<file path="src/rtl/keypad_entry_ctrl.sv">
// keypad_entry_ctrl
//   Collects key presses from the 4x4 keypad scanner into a 4-digit BCD entry.
//   Digits shift in from the right. BACKSPACE drops the newest digit, CLEAR
//   empties the buffer, and ENTER commits the buffer. A partial entry that sees
//   no key press for TIMEOUT_CYCLES clocks is discarded.
//
// Ports
//   clk            system clock
//   reset_p        synchronous, active-high reset
//   key_value      scanned key code, valid while key_valid=1
//   key_valid      level from the scanner, high while a key is held
//   display_value  live entry buffer, 4 BCD nibbles, [15:12] most significant
//   entered_value  last committed entry, held until the next commit
//   entry_done     one-cycle pulse when entered_value updates
//   entry_err      one-cycle pulse on a rejected key
//   entry_timeout  one-cycle pulse when an idle entry is discarded
//   digit_count    number of digits in the buffer, 0..4
//   busy           high whenever the buffer holds at least one digit
//
// State | meaning
// EMPTY | no digits buffered, idle timer held at 0
// ENTRY | 1-3 digits buffered, idle timer running
// FULL  | 4 digits buffered, further digits rejected, idle timer running

module keypad_entry_ctrl #(
    parameter int TIMEOUT_CYCLES = 500_000_000,
    parameter int CNT_W          = 32
) (
    input  logic        clk,
    input  logic        reset_p,
    input  logic [3:0]  key_value,
    input  logic        key_valid,
    output logic [15:0] display_value,
    output logic [15:0] entered_value,
    output logic        entry_done,
    output logic        entry_err,
    output logic        entry_timeout,
    output logic [2:0]  digit_count,
    output logic        busy
);

    typedef enum logic [1:0] {
        EMPTY = 2'd0,
        ENTRY = 2'd1,
        FULL  = 2'd2
    } state_t;

    localparam logic [CNT_W-1:0] IDLE_LAST = CNT_W'(TIMEOUT_CYCLES - 1);

    state_t             state;
    state_t             state_n;
    logic [15:0]        entry_buf;
    logic [15:0]        buf_n;
    logic [15:0]        entered_n;
    logic [2:0]         count_n;
    logic               done_n;
    logic               err_n;
    logic               timeout_n;
    logic               kv_d;
    logic [CNT_W-1:0]   idle_cnt;
    logic [CNT_W-1:0]   idle_n;
    logic               press;
    logic               idle_expired;

    // One action per press: only the first cycle of key_valid counts.
    assign press        = key_valid & ~kv_d;
    assign idle_expired = (idle_cnt == IDLE_LAST);

    assign display_value = entry_buf;
    assign busy          = (state != EMPTY);

    always_ff @(posedge clk) begin
        if (reset_p) begin
            state         <= EMPTY;
            entry_buf     <= '0;
            entered_value <= '0;
            digit_count   <= '0;
            entry_done    <= 1'b0;
            entry_err     <= 1'b0;
            entry_timeout <= 1'b0;
            kv_d          <= 1'b0;
            idle_cnt      <= '0;
        end else begin
            state         <= state_n;
            entry_buf     <= buf_n;
            entered_value <= entered_n;
            digit_count   <= count_n;
            entry_done    <= done_n;
            entry_err     <= err_n;
            entry_timeout <= timeout_n;
            kv_d          <= key_valid;
            idle_cnt      <= idle_n;
        end
    end

    always_comb begin
        buf_n     = entry_buf;
        count_n   = digit_count;
        entered_n = entered_value;
        done_n    = 1'b0;
        err_n     = 1'b0;
        timeout_n = 1'b0;
        idle_n    = '0;
        state_n   = EMPTY;

        case (state)
            EMPTY, ENTRY, FULL: begin
                // A press always wins over an expiring idle timer; the
                // counter stays 0 because any press restarts it.
                if (press) begin
                    if (key_value <= 4'h9) begin
                        if (state == FULL) begin
                            err_n = 1'b1;
                        end else begin
                            buf_n   = {entry_buf[11:0], key_value};
                            count_n = digit_count + 3'd1;
                        end
                    end else begin
                        case (key_value)
                            4'hA: begin
                                if (state != EMPTY) begin
                                    buf_n   = {4'h0, entry_buf[15:4]};
                                    count_n = digit_count - 3'd1;
                                end
                            end
                            4'hB: begin
                                buf_n   = '0;
                                count_n = '0;
                            end
                            4'hC: begin
                                if (state != EMPTY) begin
                                    entered_n = entry_buf;
                                    done_n    = 1'b1;
                                    buf_n     = '0;
                                    count_n   = '0;
                                end else begin
                                    err_n = 1'b1;
                                end
                            end
                            default: ;
                        endcase
                    end
                end else if (state != EMPTY) begin
                    if (idle_expired) begin
                        buf_n     = '0;
                        count_n   = '0;
                        timeout_n = 1'b1;
                    end else begin
                        idle_n = idle_cnt + CNT_W'(1);
                    end
                end

                if (count_n == 3'd0) begin
                    state_n = EMPTY;
                end else if (count_n == 3'd4) begin
                    state_n = FULL;
                end else begin
                    state_n = ENTRY;
                end
            end
            default: begin
                // Unreachable encoding: fall back to a clean, empty entry.
                buf_n   = '0;
                count_n = '0;
            end
        endcase
    end

endmodule

</file>
<file path="config.mk">
export PLATFORM = sky130hd
export DESIGN_NAME = keypad_entry_ctrl
export DESIGN_NICKNAME = d
export VERILOG_FILES = /design/src/rtl/keypad_entry_ctrl.sv
export SDC_FILE = /design/constraint.sdc
export NUM_CORES = 1
export LEC_CHECK = 0
export ABC_AREA = 1
export BUFFER_PORTS_ARGS = -buffer_cell sky130_fd_sc_hd__buf_4
export CAP_MARGIN = 20
export CORE_MARGIN = 5
export CORE_UTILIZATION = 45
export DETAILED_ROUTE_END_ITERATION = 12
export PLACE_DENSITY = 0.68
export SLEW_MARGIN = 20
export SYNTH_ARGS = -nofsm -noshare
export SYNTH_HDL_FRONTEND = slang
export SYNTH_SLANG_ARGS = --single-unit
export TNS_END_PERCENT = 30
</file>
<file path="constraint.sdc">
create_clock -name clk -period 4.96 [get_ports clk]
set_input_delay 0.744 -clock clk [delete_from_list [all_inputs] [get_ports clk]]
set_output_delay 0.744 -clock clk [all_outputs]
set_load 0.02 [all_outputs]
</file>
==> impl_metrics.env <==
export IMPL_status="completed"
export IMPL_timing_final_crit_share_pct=46.24
export IMPL_fin_tns_setup_ns=0
export IMPL_cts_tree="yes"
export IMPL_synth_top_area_cell="dfxtp_1"
export IMPL_synth_top_flop_cell="dfxtp_1"
export IMPL_fin_crit_ns=2.294
export IMPL_cts_buffer_depth=2
export IMPL_hold_viol_final=0
export IMPL_antenna_found_initial=0
export IMPL_rsz0062_at_grt="no"
export IMPL_nets=611
export IMPL_synth_edf_count=0
export IMPL_leakagePower_uw=0.001819
export IMPL_clk_pin_slew_ns=0.09
export IMPL_synth_top_area_share_pct=38.65
export IMPL_fin_area_mm2=0.004357
export IMPL_worstPathRequired_ns=5.19
export IMPL_clkSinkCount=73
export IMPL_drive_gt1_share_pct=14.45
export IMPL_syn_nets=571
export IMPL_htreeDepth=3
export IMPL_routedWlPerCell_um=13.92
export IMPL_fmax_mhz=436.0
export IMPL_syn_area_mm2=0.003781
export IMPL_grt_usage_pct=19.92
export IMPL_gp_congestion=0.9094
export IMPL_first_global_vias=3548
export IMPL_fin_worst_skew_ns=0.01580
export IMPL_r2r_slack_ns=2.84
export IMPL_die_height_um=101.7
export IMPL_fin_cells=707
export IMPL_hold_worst_slack_ns=0.4577
export IMPL_maxCapViolCount=0
export IMPL_grt_ovfl_total=0
export IMPL_grt_pass1_wl_mm=16.37
export IMPL_setup_viol=0
export IMPL_synth_cell_types=38
export IMPL_syn_inst=557
export IMPL_ys_seq_area_share_pct=38.65
export IMPL_synth_seq_cells=73
export IMPL_die_area_mm2=0.01034
export IMPL_drc=0
export IMPL_die_x_um=101.7
export IMPL_worst_setup_path_start_kind="input port"
export IMPL_io_pins=46
export IMPL_drt_iter0_markers=176
export IMPL_crit_path_end_kind="register"
export IMPL_cts_root_buf="clkbuf_8"
export IMPL_cts_resized_gates=0
export IMPL_vias=3714
export IMPL_synth_area_per_cell_um2=6.788
export IMPL_arrival_ns=2.52
export IMPL_placedCellCount=691
export IMPL_start_util_pct=46.02
export IMPL_syn2layout_area_growth_pct=15.22
export IMPL_portBuffers=45
export IMPL_routed_wl_mm=9.842
export IMPL_worst_slew_pin_transition_ns=0.7146
export IMPL_max_slew_margin_pct=52.31
export IMPL_fillers=824
export IMPL_totalPowerFinal_uw=1229
export IMPL_synth_area_leaders="dfxtp_1, nand2_1, nor2_1"
export IMPL_cts_hold_buf=0
export IMPL_diodes=0
export IMPL_cts_buffers=9
export IMPL_ir_drop_v=0.0001132
export IMPL_ant_nets=0
export IMPL_synth_most_common_cell="nand2_1"
export IMPL_first_pass_iters=5
export IMPL_postCtsSetupBuffers=0
export IMPL_synth_async_sr_flop_share_pct=0
export IMPL_yosys_warnings=0
export IMPL_insertion_delay_ns=0.35
export IMPL_path_max_fanout=26
export IMPL_placementRows=33
export IMPL_critPathKind="input port to register"
export IMPL_synth_common_cells="nand2_1, nor2_1, dfxtp_1, inv_1, a21oi_1"
export IMPL_finalMaxSlewViolations=0
export IMPL_hpwl_mm=7.455
export IMPL_hold_class="register to register"
export IMPL_viasPerCell=5.253
export IMPL_p_per_area_mw_per_mm2=282.2
export IMPL_grt_max_degree=31
export IMPL_coreArea_mm2=0.008217
export IMPL_placed_cell_area_mm2=0.004172
metrics by stage:
step	utilization [%]	setup slack (ns)
after floorplan	-	3.134
after CTS	53.02	2.705
final	53.02	2.666
after global placement	50.77	2.407
after detailed placement	50.77	2.326
after global routing	53.02	2.490
final cells by class:
| type | instances | area, um^2 | share of cell area (%) |
|---|---|---|---|
| clock inverters | 7 | 61.31 | 1.407 |
| repair buffers | 45 | 337.8 | 7.754 |
| multi-input cells | 395 | 1967 | 45.15 |
| inverters | 73 | 274.0 | 6.289 |
| flip-flops and latches | 73 | 1461 | 33.54 |
| clock buffers | 9 | 123.9 | 2.843 |
| well taps | 105 | 131.4 | 3.016 |
final timing paths:
path	start	endpoint	cells past startpoint
setup / recovery	key_value[2]	display_value[6]	11
setup reg to reg	kv_d	idle_cnt[20]	6
hold reg to reg	idle_cnt[0]	idle_cnt[0]	1
hold / removal	idle_cnt[0]	idle_cnt[0]	1
kinds of logic (layout without fill, tap and decap cells):
kind of cell	count (synthesis)	after routing	share of synthesized area (%)
buf+inv	89	134	9.331
fa+ha+maj	7	7	2.316
compound gates	78	78	11.32
flops	73	73	38.65
xor+xnor	13	13	3.011
simple gates	297	297	35.37
state kept, by name (all words and copies together) (netlist names):
name / count
idle_cnt: 32
entry_timeout: 1
entry_done: 1
display_value: 16
state: 2
kv_d: 1
entered_value: 16
entry_err: 1
digit_count: 3
cells in the final DEF, fill, tap and decap left out, types with 2 or more instances in the layout:
cell | synthesis | layout
nand2_1 | 126 | 126
nor2_1 | 76 | 76
dfxtp_1 | 73 | 73
inv_1 | 70 | 70
buf_4 | 0 | 45
a21oi_1 | 33 | 33
nand3_1 | 32 | 32
o21ai_0 | 28 | 28
nor3_1 | 22 | 22
xor2_1 | 10 | 10
nand4_1 | 9 | 9
o22ai_1 | 9 | 9
clkbuf_8 | 0 | 9
ha_1 | 7 | 7
nand2_2 | 6 | 6
nor2_2 | 5 | 5
or2_0 | 4 | 4
nand3_2 | 3 | 3
nor4_1 | 3 | 3
xnor2_1 | 3 | 3
a211oi_1 | 3 | 3
inv_6 | 0 | 3
inv_2 | 2 | 2
a21oi_2 | 2 | 2
or2_2 | 2 | 2
clkinvlp_4 | 0 | 2
metal layers:
layer,GRT usage [%],wire [um]
met1,25.28,4383
met2,32.75,4788
met3,4.959,512
met4,7.260,158
met5,0,0
critical path, cell delays in order:
cell and delay [ns]:
buf_4 0.12, inv_1 0.09, nand2_1 0.09, nand2_2 0.15
clkinv_1 0.57, nand2_1 0.36, o22ai_1 0.10, nand2_1 0.08
nand3_1 0.07, nand2_1 0.10, nor2_1 0.04
report_power, final:
part           total [uW]  switching [uW]  internal [uW]
logic                 165             110           55.2
registers             617            15.0            602
clock network         447             256            191
total                1230             381            848
No activity file was read; power rests on OpenSTA's default activity.
